$ cat src/rtl/fifo_burst_reader_pkg.sv
// Shared types and width helpers for the FIFO burst reader.
// Holds the hold-register FSM encoding and counter sizing used by the top.
package fifo_burst_reader_pkg;

  typedef enum logic [1:0] {
    S_IDLE = 2'd0,  // hold register empty
    S_HOLD = 2'd1,  // beat held, next FIFO word available
    S_WAIT = 2'd2   // beat held, FIFO dry or popping disabled, timer running
  } state_t;

  // Bits needed to count 0..max_val inclusive; never narrower than one bit.
  function automatic int cnt_w(input int max_val);
    return (max_val < 1) ? 1 : $clog2(max_val + 1);
  endfunction

endpackage

$ cat src/rtl/stream_out_reg.sv
// Output register of a valid/ready stream: loads one beat, holds it
// unchanged while the sink stalls, and flags acceptance of a last beat.
module stream_out_reg #(
  parameter int DATA_W = 128
) (
  input  logic              clk,
  input  logic              rst,
  input  logic              load_i,
  input  logic [DATA_W-1:0] data_i,
  input  logic              last_i,
  input  logic              ready_i,
  output logic              valid_o,
  output logic [DATA_W-1:0] data_o,
  output logic              last_o,
  output logic              free_o,
  output logic              done_o
);

  logic              valid_q, valid_d;
  logic [DATA_W-1:0] data_q, data_d;
  logic              last_q, last_d;

  // NOTE: every always_comb output gets a default first so no path infers a latch.
  always_comb begin
    valid_d = valid_q;
    data_d  = data_q;
    last_d  = last_q;
    if (load_i) begin
      valid_d = 1'b1;
      data_d  = data_i;
      last_d  = last_i;
    end else if (ready_i) begin
      valid_d = 1'b0;
      last_d  = 1'b0;
    end
  end

  // NOTE: sequential state uses non-blocking assignments so all flops update together.
  always_ff @(posedge clk or posedge rst) begin
    if (rst) begin
      valid_q <= 1'b0;
      data_q  <= '0;
      last_q  <= 1'b0;
    end else begin
      valid_q <= valid_d;
      data_q  <= data_d;
      last_q  <= last_d;
    end
  end

  assign valid_o = valid_q;
  assign data_o  = data_q;
  assign last_o  = last_q;
  assign free_o  = !valid_q || ready_i;
  assign done_o  = valid_q && ready_i && last_q;

endmodule

$ cat src/rtl/fifo_burst_reader.sv
// Pops a show-ahead FIFO, keeps one word in reserve and emits it as a stream
// beat framed into bursts; the reserve lets a short burst close with last set.
module fifo_burst_reader
  import fifo_burst_reader_pkg::*;
#(
  parameter int DATA_W    = 128,
  parameter int BURST_LEN = 16,
  parameter int TIMEOUT   = 64
) (
  input  logic              clk,
  input  logic              rst,
  input  logic              i_en,
  input  logic              i_flush,
  output logic              o_fifo_rden,
  input  logic [DATA_W-1:0] i_fifo_rddata,
  input  logic              i_fifo_empty,
  output logic              o_valid,
  input  logic              i_ready,
  output logic [DATA_W-1:0] o_data,
  output logic              o_last,
  output logic              o_burst_done,
  output logic              o_busy
);

  localparam int CNT_W = cnt_w(BURST_LEN);
  localparam int TMR_W = cnt_w(TIMEOUT);
  localparam logic [CNT_W-1:0] CNT_LAST = CNT_W'(BURST_LEN - 1);
  localparam logic [TMR_W-1:0] TMR_LAST = TMR_W'(TIMEOUT - 1);

  state_t            state_q, state_d;
  logic [DATA_W-1:0] h_data_q, h_data_d;
  logic [CNT_W-1:0]  cnt_q, cnt_d;
  logic [TMR_W-1:0]  tmr_q, tmr_d;

  logic h_vld;
  logic fifo_avail;
  logic cnt_hit;
  logic tmr_hit;
  logic release_beat;
  logic last_next;
  logic o_free;
  logic h_move;
  logic pop;

  // The hold register is occupied exactly when the FSM is out of S_IDLE.
  assign h_vld        = (state_q != S_IDLE);
  assign fifo_avail   = i_en && !i_fifo_empty;
  assign cnt_hit      = (cnt_q == CNT_LAST);
  assign tmr_hit      = (tmr_q == TMR_LAST);
  assign last_next    = cnt_hit || tmr_hit || i_flush;
  assign release_beat = fifo_avail || last_next;
  assign h_move       = h_vld && o_free && release_beat;

  // Gated by rst so the FIFO sees no pop while the reader is held in reset.
  assign pop          = !rst && fifo_avail && (!h_vld || h_move);
  assign o_fifo_rden  = pop;

  always_comb begin
    state_d  = state_q;
    h_data_d = h_data_q;
    cnt_d    = cnt_q;
    tmr_d    = tmr_q;

    if (pop) begin
      h_data_d = i_fifo_rddata;
    end

    if (h_move) begin
      cnt_d = last_next ? '0 : cnt_q + CNT_W'(1);
    end

    if (pop || h_move) begin
      tmr_d = '0;
    end else if (h_vld && !tmr_hit) begin
      tmr_d = tmr_q + TMR_W'(1);
    end

    unique case (state_q)
      S_IDLE: begin
        if (pop) state_d = S_HOLD;
      end
      S_HOLD, S_WAIT: begin
        if (pop) begin
          state_d = S_HOLD;
        end else if (h_move) begin
          state_d = S_IDLE;
        end else if (fifo_avail) begin
          state_d = S_HOLD;
        end else begin
          state_d = S_WAIT;
        end
      end
      default: state_d = S_IDLE;
    endcase
  end

  always_ff @(posedge clk or posedge rst) begin
    if (rst) begin
      state_q <= S_IDLE;
      cnt_q   <= '0;
      tmr_q   <= '0;
    end else begin
      state_q <= state_d;
      cnt_q   <= cnt_d;
      tmr_q   <= tmr_d;
    end
  end

  // NOTE: held data is only read while h_vld is set, so it needs no reset.
  always_ff @(posedge clk) begin
    h_data_q <= h_data_d;
  end

  stream_out_reg #(
    .DATA_W (DATA_W)
  ) u_out (
    .clk     (clk),
    .rst     (rst),
    .load_i  (h_move),
    .data_i  (h_data_q),
    .last_i  (last_next),
    .ready_i (i_ready),
    .valid_o (o_valid),
    .data_o  (o_data),
    .last_o  (o_last),
    .free_o  (o_free),
    .done_o  (o_burst_done)
  );

  assign o_busy = h_vld || o_valid;

endmodule

$ cat config.mk
export PLATFORM = sky130hd
export DESIGN_NAME = fifo_burst_reader
export DESIGN_NICKNAME = d
export VERILOG_FILES = /design/src/rtl/fifo_burst_reader_pkg.sv /design/src/rtl/stream_out_reg.sv /design/src/rtl/fifo_burst_reader.sv
export SDC_FILE = /design/constraint.sdc
export NUM_CORES = 1
export LEC_CHECK = 0
export CORE_ASPECT_RATIO = 0.7
export CORE_MARGIN = 5
export CORE_UTILIZATION = 40
export DETAILED_ROUTE_END_ITERATION = 8
export PLACE_DENSITY = 0.69
export SYNTH_ARGS = -nofsm -noshare
export SYNTH_HDL_FRONTEND = slang
export SYNTH_SLANG_ARGS = --single-unit
$ cat constraint.sdc
create_clock -name clk -period 26.2 [get_ports clk]
set_input_delay 7.86 -clock clk [delete_from_list [all_inputs] [get_ports clk]]
set_output_delay 7.86 -clock clk [all_outputs]
set_load 0.005 [all_outputs]
After elaboration in Yosys (flattened, before gate mapping) --
Index checks and enable logic that the tools add are counted.
Storage, ports and cells: bits in registers 272, bits of input ports 134, output and inout bits 133, word-level logic and storage cells 50
Operators by class: add/subtract/negate cells 2, eq/ne operators 5, muxes and demuxes 11, reductions and logical operators 25
Operators by type and width (number):
- $mux 7 | 2
- $logic_and 1x1->1 | 8
- $mux 2 | 4
- $add 7x1->7 const B | 1
- $eq 7x6->1 const B | 1
- $logic_or 1x1->1 | 7
- $reduce_bool 2->1 | 3
- $add 5x1->5 const B | 1
- $eq 5x4->1 const B | 1
- $logic_not 1->1 | 5
- $mux 5 | 1
- $pmux 2 s2 | 1
- $mux 1 | 3
- $eq 2x1->1 const B | 1
- $eq 2x2->1 const B | 1
- $logic_not 2->1 | 1
- $ne 2x2->1 const B | 1
- $reduce_or 2->1 | 1

Logic depth before layout (Yosys ltp) --
Gate-level depths: netlist of run 1.
word-level depth 9, mapped depth 9, depth with buffers taken out 7

Cells and area by module --
A second synthesis of run 1 with hierarchy kept.
Unflattened totals: cell total of the unflattened synthesis 495, area total of the unflattened synthesis 9894.5 um^2
Modules (own cells, without submodules):
- stream_out_reg | times used 1, cells each 279, area an instance 5203.7 um^2, seq. area each 3253.1 um^2
- fifo_burst_reader | times used 1, cells each 216, area an instance 4690.7 um^2, seq. area each 4194.0 um^2

Worst setup path before layout of run 1 --
OpenSTA, ideal clock, no wires.
path kind input to output, from input port i_fifo_empty, to output port o_fifo_rden, arrival 17030 ps, data required time 18340 ps, path slack 1310 ps, cell stages on the path 3, path buffers 1, path through nand2b_1 clkbuf_1 nor3_1
Between the ends: longest elaborated chain between the ends 6, elaborated cells between the ends (all ways) 7, classes of those cells 7 x reduce/logical
RTL lines:
- from (decl) | RTL line fifo_burst_reader.sv:16 | input logic i_fifo_empty,
- $logic_not 1->1 * | RTL line fifo_burst_reader.sv:47 | assign fifo_avail = i_en && !i_fifo_empty;
- $logic_and 1x1->1 * | RTL line fifo_burst_reader.sv:47
- $logic_or 1x1->1 | RTL line fifo_burst_reader.sv:51 | assign release_beat = fifo_avail || last_next;
- $logic_and 1x1->1 | RTL line fifo_burst_reader.sv:52 | assign h_move = h_vld && o_free && release_beat;
- $logic_or 1x1->1 | RTL line fifo_burst_reader.sv:55 | assign pop = !rst && fifo_avail && (!h_vld || h_move);
- $logic_and 1x1->1 * | RTL line fifo_burst_reader.sv:55
- to (decl) | RTL line fifo_burst_reader.sv:14 | output logic o_fifo_rden,
Every way passes the cells marked *; elsewhere a longest branch is shown, timed or not.

Final worst setup path of run 1 --
Same ends and word-level chain as after synthesis.

==> metrics.log, run 1 <==
INFO  metric fillers = 1790
INFO  metric type_of_the_most_critical_hold_path = flip-flop to flip-flop
INFO  metric worst_path_dominant_cell_family = buffers and inverters
INFO  metric met2_wirelength = 9820 µm
INFO  metric share_clk_of_total_power = 26.3%
INFO  metric tns = 0 ns
INFO  metric drt_first_pass_iters = 4
INFO  metric worst_path_max_delay_cell = sky130_fd_sc_hd__clkdlybuf4s50_1
INFO  metric power.share.switching = 25.8%
INFO  metric finalPower = 1.43 mW
INFO  metric avgRoutedWirePerCell = 18.9 µm
INFO  metric pwr-share-seq = 43.9%
INFO  metric initial_core_util = 40.5%
INFO  metric fmaxAchievable = 0.0566 GHz
INFO  metric synthesis_warning_total = 0
INFO  metric commonest_cells_after_routing_fill_and_taps_aside = sky130_fd_sc_hd__clkdlybuf4s50_1 (266), sky130_fd_sc_hd__dfrtp_1 (144), sky130_fd_sc_hd__edfxtp_1 (128)
INFO  metric crit_fanout = 26
INFO  metric max-slew-margin-rel = 36.2%
INFO  metric synthesized_cell_area = 0.00956 mm²
INFO  metric route.vias.total = 5336
INFO  metric static-leakage-power = 5.13 nW
INFO  metric clock_tree_from_tritoncts = built
INFO  metric synthesis.instances = 498
INFO  metric number_of_resized_instances_in_the_post_cts_repair_step = 0
INFO  metric grt_overflow_total = 0
INFO  metric power_frac_comb = 29.8%
INFO  metric drv_slew = 0
INFO  metric clk_lat_worst_skew = 0.54 ns
INFO  metric gp_congestion = 0.805
INFO  metric die-width = 195 µm
INFO  metric crit_start = i_fifo_empty
INFO  metric top_layer = met5
INFO  metric final.setup_skew = 0.0249 ns
INFO  metric timing.critical_path.required = 18.34 ns
INFO  metric synth.avg_cell_area = 19.2 µm²
INFO  metric cpPeakStageDelay = 0.59 ns
INFO  metric antenna-diode-count = 0
INFO  metric grtUsageTotal = 15.5%
INFO  metric grt_start_max_net_pins = 85
INFO  metric postRouteWirelength = 21200 µm
INFO  metric clk_root_buffer_cell = sky130_fd_sc_hd__clkbuf_16
INFO  metric num_ports = 267
INFO  metric critical_path_depth = 5
INFO  metric post-route-period-util = 67.5%
INFO  metric fin_nets = 921
INFO  metric route.met3.wl = 1730 µm
INFO  metric synth_nets = 637
INFO  metric critical_path_arrival = 9.82 ns
INFO  metric numClockSinks = 272
INFO  metric detailedPlacementHpwl = 14600 µm
INFO  metric endpoint = o_fifo_rden
INFO  metric yosys_register_bits = 272
INFO  metric cp_buf_inv_count = 3
INFO  metric place.port_buffers = 266
INFO  metric final_ws_setup = 8.52 ns
INFO  metric grt_setup_unrepaired = false
INFO  metric ant_nets = 0
INFO  metric setup-violations-final = 0
INFO  metric layout-drive-gt1-share = 11.8%
INFO  metric die-height = 139 µm
INFO  metric timing.critical_path.cells = clkdlybuf4s50_1, nand2b_1, nor3_2, buf_4, clkdlybuf4s50_1
INFO  metric drc = 0
INFO  metric antenna_found_initial = 1
INFO  metric run_status = completed
INFO  metric h-tree-depth = 1
INFO  metric cts_buffers = 27
INFO  metric synth_cell_types = 36
INFO  metric grt_pass1_wl = 33900 µm
INFO  metric detailedPlace.worstSlack = 8.52 ns
INFO  metric r2r.worst_path.cells = 8
INFO  metric crit_type = primary input to primary output
INFO  metric power.internal = 1.06 mW
INFO  metric launch_instance_of_the_worst_register_to_register_path = cnt_q[0]$_DFFE_PP0P_
INFO  metric detail_route.vias_per_cell = 4.76
INFO  metric worst_ir_drop_vdd = 0.0642 mV
INFO  metric coreArea = 0.0236 mm²
INFO  metric timing.reg2reg.setup_slack = 23.49 ns
INFO  metric max_cap_viol_count = 0
INFO  metric p_per_area = 107 mW/mm²
INFO  metric post_cts.repair.setup_buffers = 0
INFO  metric post_cts_hold_buffer_count = 0
INFO  metric layout_commonest_cell = sky130_fd_sc_hd__clkdlybuf4s50_1
INFO  metric rows = 47
INFO  metric m1WireLength = 9120 µm
INFO  metric fp.dieArea = 0.0271 mm²
INFO  metric worst_setup_path_start_kind = primary input
INFO  metric drtIter0Drc = 298
INFO  metric register_area_share_after_synthesis = 77.9%
INFO  metric clockBufferDepth = 3
INFO  metric crit_path_frequent_cell = sky130_fd_sc_hd__clkdlybuf4s50_1
INFO  metric critical_path.reg2reg.endpoint = u_out.data_o[59]$_DFFE_PP0P_
INFO  metric flow.area_growth_from_synthesis = 40.3%
INFO  metric layout_min_cycle_time = 17.68 ns
INFO  metric report.final.hold_viol_count = 0
INFO  metric clkSlewWorstSetupHoldPaths = 0.06 ns
INFO  metric netsw = 0.370 mW
INFO  metric grt_pass1_vias = 5914
INFO  metric worst_slew_pin_slew = 0.956 ns
INFO  metric critPathCaptureType = primary output
-- sequential cells by signal (all words and copies together), names as in the netlist --
name / flops
h_data_q: 128
u_out.data_o: 128
tmr_q: 7
cnt_q: 5
state_q: 2
u_out.last_o: 1
u_out.valid_o: 1
-- routing by layer --
| metal | track usage, % | vias up |
|---|---|---|
| li1 | - | 2408 |
| met4 | 3.53 | 2 |
| met1 | 20.7 | 2709 |
| met3 | 5.39 | 35 |
| met2 | 24.7 | 182 |
| met5 | 0 | - |
-- worst register-to-register path, delay by kind of cell (launching register included) --
kind / cells / cell delay (ns)
DFF: 1 / 0.39
and+or+nand+nor: 2 / 0.24
muxes: 1 / 0.50
adders and majority gates: 2 / 0.36
buffers and inverters: 1 / 0.71
AOI/OAI and AO/OA: 2 / 0.40
-- cells in the mapped netlist --
cell,instances,share of area [%]
sky130_fd_sc_hd__mux2_2,41,4.8
sky130_fd_sc_hd__o21ai_0,7,0.37
sky130_fd_sc_hd__a311oi_1,1,0.092
sky130_fd_sc_hd__nand4_1,1,0.066
sky130_fd_sc_hd__and4b_1,1,0.10
sky130_fd_sc_hd__nand4b_4,1,0.25
sky130_fd_sc_hd__nand2b_1,4,0.26
sky130_fd_sc_hd__xnor2_1,1,0.092
sky130_fd_sc_hd__buf_6,10,1.2
sky130_fd_sc_hd__a22oi_1,1,0.079
sky130_fd_sc_hd__nor2_1,10,0.39
sky130_fd_sc_hd__a32o_1,1,0.10
sky130_fd_sc_hd__a21oi_4,1,0.17
sky130_fd_sc_hd__mux2_1,87,10
sky130_fd_sc_hd__a21oi_1,2,0.10
sky130_fd_sc_hd__nor3b_1,1,0.079
sky130_fd_sc_hd__or3_1,1,0.066
sky130_fd_sc_hd__o32ai_1,1,0.092
sky130_fd_sc_hd__and3_1,3,0.20
sky130_fd_sc_hd__dfrtp_1,144,38
sky130_fd_sc_hd__nor2b_1,3,0.20
sky130_fd_sc_hd__mux2i_1,3,0.31
sky130_fd_sc_hd__o21ba_2,1,0.10
sky130_fd_sc_hd__o211a_1,1,0.10
sky130_fd_sc_hd__ha_1,5,0.65
sky130_fd_sc_hd__o21a_1,1,0.079
sky130_fd_sc_hd__clkbuf_1,3,0.12
sky130_fd_sc_hd__o211ai_1,3,0.24
sky130_fd_sc_hd__buf_2,4,0.21
sky130_fd_sc_hd__inv_1,10,0.39
sky130_fd_sc_hd__o31ai_1,1,0.079
sky130_fd_sc_hd__nand2_1,6,0.24
sky130_fd_sc_hd__nand3_1,3,0.16
sky130_fd_sc_hd__edfxtp_1,128,40
sky130_fd_sc_hd__o22ai_1,4,0.26
sky130_fd_sc_hd__nor3_1,3,0.16
-- metrics by stage --
step | cell area (µm²) | utilization [%] | instances | hold slack, ns
floorplan | 9560 | - | 498 | 0.439
global placement | 12500 | 53.1 | 1071 | 0.441
detailed placement | 12500 | 53.1 | 1071 | 0.450
CTS | 13400 | 56.8 | 1121 | 0.457
global route | 13400 | 56.8 | 1121 | 0.464
finish | 13400 | 56.8 | 1121 | 0.459
-- worst min path at each step --
| stage | from | endpoint | slack (ns) | cells after the start |
|---|---|---|---|---|
| after floorplan | h_data_q[0]$_DFFE_PP_ | u_out.data_o[0]$_DFFE_PP0P_ | 0.44 | 1 |
| after global placement | h_data_q[4]$_DFFE_PP_ | u_out.data_o[4]$_DFFE_PP0P_ | 0.44 | 1 |
| after detailed placement | h_data_q[62]$_DFFE_PP_ | u_out.data_o[62]$_DFFE_PP0P_ | 0.45 | 1 |
| after CTS | h_data_q[28]$_DFFE_PP_ | u_out.data_o[28]$_DFFE_PP0P_ | 0.46 | 1 |
| after global routing | h_data_q[28]$_DFFE_PP_ | u_out.data_o[28]$_DFFE_PP0P_ | 0.46 | 1 |
| final | h_data_q[84]$_DFFE_PP_ | u_out.data_o[84]$_DFFE_PP0P_ | 0.46 | 1 |
-- power groups by stage --
stage	Clock (mW)	Combinational [mW]	Sequential [mW]
final	0.377	0.427	0.629
after global routing	0.408	0.462	0.645
after CTS	0.390	0.437	0.631
after detailed placement	0	0.434	0.636
after global placement	0	0.424	0.630
after floorplan	0	0.155	0.636
-- logic make-up (layout without fill, tap and decap cells) --
kind of cell | Yosys count | in the layout | synth area share, %
buffers and inverters | 27 | 332 | 1.90
flip-flops | 272 | 272 | 77.9
XOR/XNOR | 1 | 1 | 0.0917
AO/OA/AOI/OAI | 25 | 25 | 1.87
AND/OR/NAND/NOR | 37 | 37 | 2.16
multiplexers | 131 | 131 | 15.4
adder cells (fa/ha/maj) | 5 | 5 | 0.655
-- area by class of cell --
| cell class | count | area [µm²] | area share [%] |
|---|---|---|---|
| flip-flops and latches | 272 | 7450 | 55.6 |
| repair buffers | 272 | 2710 | 20.2 |
| multi-input cells | 199 | 1930 | 14.4 |
| clock buffers | 35 | 736 | 5.49 |
| well taps | 318 | 398 | 2.97 |
| clock inverters | 15 | 140 | 1.05 |
| inverters | 10 | 42.5 | 0.317 |
No activity file was read; power rests on OpenSTA's default activity.
==> inputs of run 2 (changes only) <==
clock period = 16.7 ns   (was 26.2 ns; I/O delays follow)
==> run 2 against run 1 <==
Compared with the run above:
- sequential power is 58% higher
- wire length is 0.39% higher
- final cell count is 0.18% lower
- register-to-register slack worse by 9.5 ns
- core utilization is 0.18 points lower
- via count is 0.71% lower
==> metrics.log, run 2 (synthesis results as in run 1) <==
INFO  metric clk_lat_worst_skew = 0.51 ns (was 0.54 ns)
INFO  metric worst_setup_path_start_kind = primary input (unchanged)
INFO  metric avgRoutedWirePerCell = 19.0 µm (was 18.9 µm)
INFO  metric clkSlewWorstSetupHoldPaths = 0.06 ns (about the same)
INFO  metric num_ports = 267 (unchanged)
INFO  metric die-height = 139 µm (unchanged)
INFO  metric h-tree-depth = 1 (unchanged)
INFO  metric layout-drive-gt1-share = 11.2% (was 11.8%)
INFO  metric worst_slew_pin_slew = 1.07 ns (was 0.956 ns)
INFO  metric ant_nets = 0 (unchanged)
INFO  metric max-slew-margin-rel = 28.6% (was 36.2%)
INFO  metric grt_pass1_wl = 33700 µm (was 33900 µm)
INFO  metric fp.dieArea = 0.0271 mm² (unchanged)
INFO  metric post-route-cell-area = 0.0134 mm² (about the same)
INFO  metric setup-violations-final = 0 (unchanged)
INFO  metric clk_root_buffer_cell = sky130_fd_sc_hd__clkbuf_16 (unchanged)
INFO  metric fin_nets = 920 (was 921)
INFO  metric detailedPlacementHpwl = 14900 µm (was 14600 µm)
INFO  metric p_per_area = 167 mW/mm² (was 107 mW/mm²)
INFO  metric drtIter0Drc = 247 (was 298)
INFO  metric critical_path_arrival = 7.12 ns (was 9.82 ns)
INFO  metric drc = 0 (unchanged)
INFO  metric commonest_cells_after_routing_fill_and_taps_aside = sky130_fd_sc_hd__clkdlybuf4s50_1 (266), sky130_fd_sc_hd__dfrtp_1 (144), sky130_fd_sc_hd__edfxtp_1 (128) (unchanged)
INFO  metric grt_setup_unrepaired = false (unchanged)
INFO  metric grt_pass1_vias = 5891 (was 5914)
INFO  metric postLayoutCoreUtil = 56.7% (was 56.8%)
INFO  metric antenna_found_initial = 0 (was 1)
INFO  metric initial_core_util = 40.5% (unchanged)
INFO  metric type_of_the_most_critical_hold_path = flip-flop to flip-flop (unchanged)
INFO  metric report.final.hold_viol_count = 0 (unchanged)
INFO  metric post-route-period-util = 72.6%
INFO  metric clock_tree_from_tritoncts = built (unchanged)
INFO  metric crit_type = primary input to primary output (unchanged)
INFO  metric antenna-diode-count = 0 (unchanged)
INFO  metric detail_route.vias_per_cell = 4.73 (was 4.76)
INFO  metric gp_congestion = 0.776 (was 0.805)
INFO  metric postPlaceCellArea = 0.0125 mm² (about the same)
INFO  metric flow.area_growth_from_synthesis = 39.8% (was 40.3%)
INFO  metric drv_slew = 0 (unchanged)
INFO  metric numClockSinks = 272 (unchanged)
INFO  metric route.vias.total = 5298 (was 5336)
INFO  metric static-leakage-power = 5.11 nW (was 5.13 nW)
INFO  metric critPathCaptureType = primary output (unchanged)
INFO  metric cts_buffers = 26 (was 27)
INFO  metric fmaxAchievable = 0.0825 GHz
INFO  metric layout_commonest_cell = sky130_fd_sc_hd__clkdlybuf4s50_1 (unchanged)
INFO  metric grt_start_max_net_pins = 83 (was 85)
INFO  metric final.setup_skew = 0.00992 ns (was 0.0249 ns)
INFO  metric post_cts_hold_buffer_count = 0 (unchanged)
INFO  metric clockBufferDepth = 3 (unchanged)
INFO  metric grtUsageTotal = 15.3% (was 15.5%)
INFO  metric max_cap_viol_count = 0 (unchanged)
INFO  metric post_cts.repair.setup_buffers = 0 (unchanged)
INFO  metric tns = 0 ns (unchanged)
INFO  metric grt_overflow_total = 0 (unchanged)
INFO  metric postRouteWirelength = 21200 µm (about the same)
INFO  metric drt_first_pass_iters = 4 (unchanged)
INFO  metric timing.critical_path.required = 11.69 ns (was 18.34 ns)
INFO  metric run_status = completed (unchanged)
INFO  metric rows = 47 (unchanged)
INFO  metric place.port_buffers = 266 (unchanged)
INFO  metric die-width = 195 µm (unchanged)
INFO  metric crit_fanout = 38 (was 26)
INFO  metric worst_ir_drop_vdd = 0.0912 mV (was 0.0642 mV)
INFO  metric layout_min_cycle_time = 12.13 ns
INFO  metric coreArea = 0.0236 mm² (unchanged)
INFO  metric number_of_resized_instances_in_the_post_cts_repair_step = 0 (unchanged)
[run 2: cell types whose count changed in the layout (fill, tap and decap cells not counted)]
cell,delta
sky130_fd_sc_hd__bufinv_16,-1
sky130_fd_sc_hd__clkbuf_1,+3
sky130_fd_sc_hd__clkbuf_8,+1
sky130_fd_sc_hd__clkinv_2,-3
sky130_fd_sc_hd__clkinvlp_4,-1
sky130_fd_sc_hd__inv_16,-1
sky130_fd_sc_hd__nor3_2,-1
sky130_fd_sc_hd__nor3_4,+1
[run 2: routing by layer]
layer / part of all wire [%] / global-route usage, % / up-vias
met4: 1.9 / 2.75 / 0
met2: 47 / 25.0 / 182
met3: 6.7 / 4.59 / 27
met5: 0 / 0 / -
met1: 44 / 20.9 / 2682
li1: - / - / 2407
[run 2: report_power, final]
part | switching, mW | internal [mW]
clock network | 0.234 | 0.329
logic | 0.232 | 0.439
registers | 0.103 | 0.888
total | 0.569 | 1.66
[run 2: final cells by class]
type | instances | area (µm²)
fill | 1809 | 10200
inverter | 10 | 42.5
multi-input combinational | 199 | 1940
timing repair buffer | 272 | 2710
clock inverter | 9 | 67.6
clock buffer | 39 | 761
sequential | 272 | 7450
tap | 318 | 398
[run 2: final timing paths]
check / startpoint / end / slack (ns) / depth (start not counted)
max: i_fifo_empty / o_fifo_rden / 4.57 / 5
min in group asynchronous: rst / u_out.data_o[14]$_DFFE_PP0P_ / 5.13 / 2
max in group asynchronous: rst / u_out.data_o[83]$_DFFE_PP0P_ / 10.07 / 3
min: h_data_q[4]$_DFFE_PP_ / u_out.data_o[4]$_DFFE_PP0P_ / 0.46 / 1
max reg2reg: state_q[1]$_DFFE_PP0P_ / u_out.data_o[91]$_DFFE_PP0P_ / 14.00 / 6
min reg2reg: h_data_q[4]$_DFFE_PP_ / u_out.data_o[4]$_DFFE_PP0P_ / 0.46 / 1
[run 2: critical path: stages]
cell and delay (ns):
sky130_fd_sc_hd__clkdlybuf4s50_1 0.41, sky130_fd_sc_hd__nand2b_1 0.31, sky130_fd_sc_hd__nor3_4 0.25, sky130_fd_sc_hd__buf_4 0.47, sky130_fd_sc_hd__clkdlybuf4s50_1 0.61
[run 2: stage by stage]
step | instances | setup WS, ns | total power, mW | hold slack, ns
2_1_floorplan | 498 | 1.40 | 1.24 | 0.439
3_3_place_gp | 1071 | 4.63 | 1.65 | 0.441
3_5_place_dp | 1071 | 4.58 | 1.68 | 0.450
4_1_cts | 1119 | 4.57 | 2.26 | 0.465
5_1_grt | 1119 | 4.47 | 2.35 | 0.483
6_report | 1119 | 4.57 | 2.23 | 0.462
==> inputs of run 3 (changes only) <==
clock period = 11.9 ns   (was 16.7 ns; I/O delays follow)
==> run 3 against run 2 <==
Compared with the run above:
- sequential cell count unchanged
- total power up 43%
- combinational power up 40%
- die area unchanged
==> metrics.log, run 3 (synthesis results as in run 1) <==
INFO  metric post_cts.repair.setup_buffers = 0 (unchanged)
INFO  metric antenna_found_initial = 0 (unchanged)
INFO  metric fmaxAchievable = 0.113 GHz
INFO  metric crit_path_frequent_cell = sky130_fd_sc_hd__clkdlybuf4s50_1 (unchanged)
INFO  metric worst_setup_path_start_kind = primary input (unchanged)
INFO  metric clkSlewWorstSetupHoldPaths = 0.06 ns (about the same)
INFO  metric critical_path_arrival = 5.28 ns (was 7.12 ns)
INFO  metric drv_slew = 0 (unchanged)
INFO  metric max-slew-margin-rel = 26.9% (was 28.6%)
INFO  metric gp_congestion = 0.767 (was 0.776)
INFO  metric netsw = 0.812 mW (was 0.569 mW)
INFO  metric setup-violations-final = 0 (unchanged)
INFO  metric layout_commonest_cell = sky130_fd_sc_hd__clkdlybuf4s50_1 (unchanged)
INFO  metric p_per_area = 237 mW/mm² (was 167 mW/mm²)
INFO  metric layout_min_cycle_time = 8.85 ns
INFO  metric launch_instance_of_the_worst_register_to_register_path = cnt_q[0]$_DFFE_PP0P_ (was state_q[1]$_DFFE_PP0P_)
INFO  metric cts_buffers = 27 (was 26)
INFO  metric pwr-share-seq = 43.6% (was 44.5%)
INFO  metric drc = 0 (unchanged)
INFO  metric post-route-period-util = 74.4%
INFO  metric antenna-diode-count = 0 (unchanged)
INFO  metric report.final.hold_viol_count = 0 (unchanged)
INFO  metric detail_route.vias_per_cell = 4.75 (was 4.73)
INFO  metric grt_overflow_total = 0 (unchanged)
INFO  metric flow.area_growth_from_synthesis = 40.5% (was 39.8%)
INFO  metric numClockSinks = 272 (unchanged)
INFO  metric tns = 0 ns (unchanged)
INFO  metric timing.critical_path.cells = clkdlybuf4s50_1, nand2b_1, nor3_4, clkdlybuf4s50_1 (was clkdlybuf4s50_1, nand2b_1, nor3_4, buf_4, clkdlybuf4s50_1)
INFO  metric drt_first_pass_iters = 4 (unchanged)
INFO  metric clockBufferDepth = 3 (unchanged)
INFO  metric share_clk_of_total_power = 26.9% (was 25.3%)
INFO  metric route.vias.total = 5318 (was 5298)
INFO  metric cpPeakStageDelay = 0.68 ns (was 0.61 ns)
INFO  metric grt_setup_unrepaired = false (unchanged)
INFO  metric timing.critical_path.required = 8.33 ns (was 11.69 ns)
INFO  metric clock_tree_from_tritoncts = built (unchanged)
INFO  metric drtIter0Drc = 219 (was 247)
INFO  metric fp.dieArea = 0.0271 mm² (unchanged)
INFO  metric run_status = completed (unchanged)
INFO  metric grt_pass1_vias = 5821 (was 5891)
INFO  metric numPlacedInstances = 1070 (was 1071)
INFO  metric worst_slew_pin_slew = 1.10 ns (was 1.07 ns)
INFO  metric commonest_cells_after_routing_fill_and_taps_aside = sky130_fd_sc_hd__clkdlybuf4s50_1 (266), sky130_fd_sc_hd__dfrtp_1 (144), sky130_fd_sc_hd__edfxtp_1 (128) (unchanged)
INFO  metric power.share.switching = 25.5% (was 25.6%)
INFO  metric h-tree-depth = 1 (unchanged)
INFO  metric final.setup_skew = 0.0186 ns (was 0.00992 ns)
INFO  metric fin_nets = 920 (unchanged)
INFO  metric clk_root_buffer_cell = sky130_fd_sc_hd__clkbuf_16 (unchanged)
INFO  metric grt_pass1_wl = 33600 µm (was 33700 µm)
INFO  metric post_cts_hold_buffer_count = 0 (unchanged)
INFO  metric grtUsageTotal = 15.4% (was 15.3%)
INFO  metric rows = 47 (unchanged)
INFO  metric die-width = 195 µm (unchanged)
INFO  metric detailedPlacementHpwl = 14600 µm (was 14900 µm)
INFO  metric power_frac_comb = 29.6% (was 30.2%)
INFO  metric grt_start_max_net_pins = 82 (was 83)
INFO  metric crit_start = i_fifo_empty (unchanged)
INFO  metric avgRoutedWirePerCell = 19.0 µm (about the same)
INFO  metric die-height = 139 µm (unchanged)
INFO  metric critPathCaptureType = primary output (unchanged)
INFO  metric static-leakage-power = 5.13 nW (was 5.11 nW)
INFO  metric postRouteWirelength = 21300 µm (was 21200 µm)
INFO  metric fin_cells = 1120 (was 1119)
INFO  metric power.internal = 2.37 mW (was 1.66 mW)
INFO  metric worst_path_max_delay_cell = sky130_fd_sc_hd__clkdlybuf4s50_1 (unchanged)
INFO  metric crit_fanout = 7 (was 38)
INFO  metric layout-drive-gt1-share = 11.3% (was 11.2%)
INFO  metric max_cap_viol_count = 0 (unchanged)
INFO  metric ant_nets = 0 (unchanged)
INFO  metric hold_sp = h_data_q[75]$_DFFE_PP_ (was h_data_q[4]$_DFFE_PP_)
INFO  metric worst_ir_drop_vdd = 0.135 mV (was 0.0912 mV)
INFO  metric crit_type = primary input to primary output (unchanged)
INFO  metric initial_core_util = 40.5% (unchanged)
INFO  metric num_ports = 267 (unchanged)
INFO  metric coreArea = 0.0236 mm² (unchanged)
INFO  metric clk_lat_worst_skew = 0.53 ns (was 0.51 ns)
INFO  metric number_of_resized_instances_in_the_post_cts_repair_step = 0 (unchanged)
INFO  metric type_of_the_most_critical_hold_path = flip-flop to flip-flop (unchanged)
INFO  metric place.port_buffers = 266 (unchanged)
-- run 3: path summary, 6_finish.rpt --
path	end	slack, ns	cells past startpoint
max reg2reg	u_out.data_o[39]$_DFFE_PP0P_	7.98	9
max	o_fifo_rden	3.05	4
min	u_out.data_o[75]$_DFFE_PP0P_	0.46	1
max in group asynchronous	u_out.data_o[106]$_DFFE_PP0P_	6.67	3
min reg2reg	u_out.data_o[75]$_DFFE_PP0P_	0.46	1
min in group asynchronous	u_out.data_o[18]$_DFFE_PP0P_	3.69	2
-- run 3: worst max-delay path: cells and delay by family --
kind          cells  cell delay, ns
buf+inv           2            1.09
simple gates      2            0.62
-- run 3: power groups by stage --
stage | Combinational, mW | Clock (mW) | Sequential (mW)
CTS | 0.965 | 0.881 | 1.39
detailed placement | 0.959 | 0 | 1.40
global route | 1.02 | 0.922 | 1.42
finish | 0.941 | 0.854 | 1.39
global placement | 0.932 | 0 | 1.39
floorplan | 0.341 | 0 | 1.40
-- run 3: cell type report --
| type | count | area, µm² |
|---|---|---|
| fillers | 1815 | 10200 |
| flip-flops and latches | 272 | 7450 |
| repair buffers | 271 | 2700 |
| multi-input cells | 199 | 1940 |
| clock buffers | 37 | 753 |
| well taps | 318 | 398 |
| clock inverters | 13 | 143 |
| inverters | 10 | 42.5 |
-- run 3: stage by stage --
step | power (mW) | cell area [µm²] | utilization [%] | setup WS (ns) | hold slack, ns
CTS | 3.23 | 13400 | 56.9 | 2.99 | 0.463
detailed placement | 2.36 | 12500 | 53.1 | 2.99 | 0.449
global placement | 2.32 | 12500 | 53.1 | 2.99 | 0.440
floorplan | 1.74 | 9570 | - | 1.36 | 0.439
finish | 3.18 | 13400 | 56.9 | 3.05 | 0.459
global route | 3.36 | 13400 | 56.9 | 2.90 | 0.474
-- run 3: routing by layer --
layer / track usage [%] / vias up / wire, µm
met5: 0 / - / 0
met4: 3.64 / 0 / 495
met3: 5.56 / 36 / 1730
met2: 24.4 / 181 / 9980
met1: 20.6 / 2696 / 9120
li1: - / 2405 / -
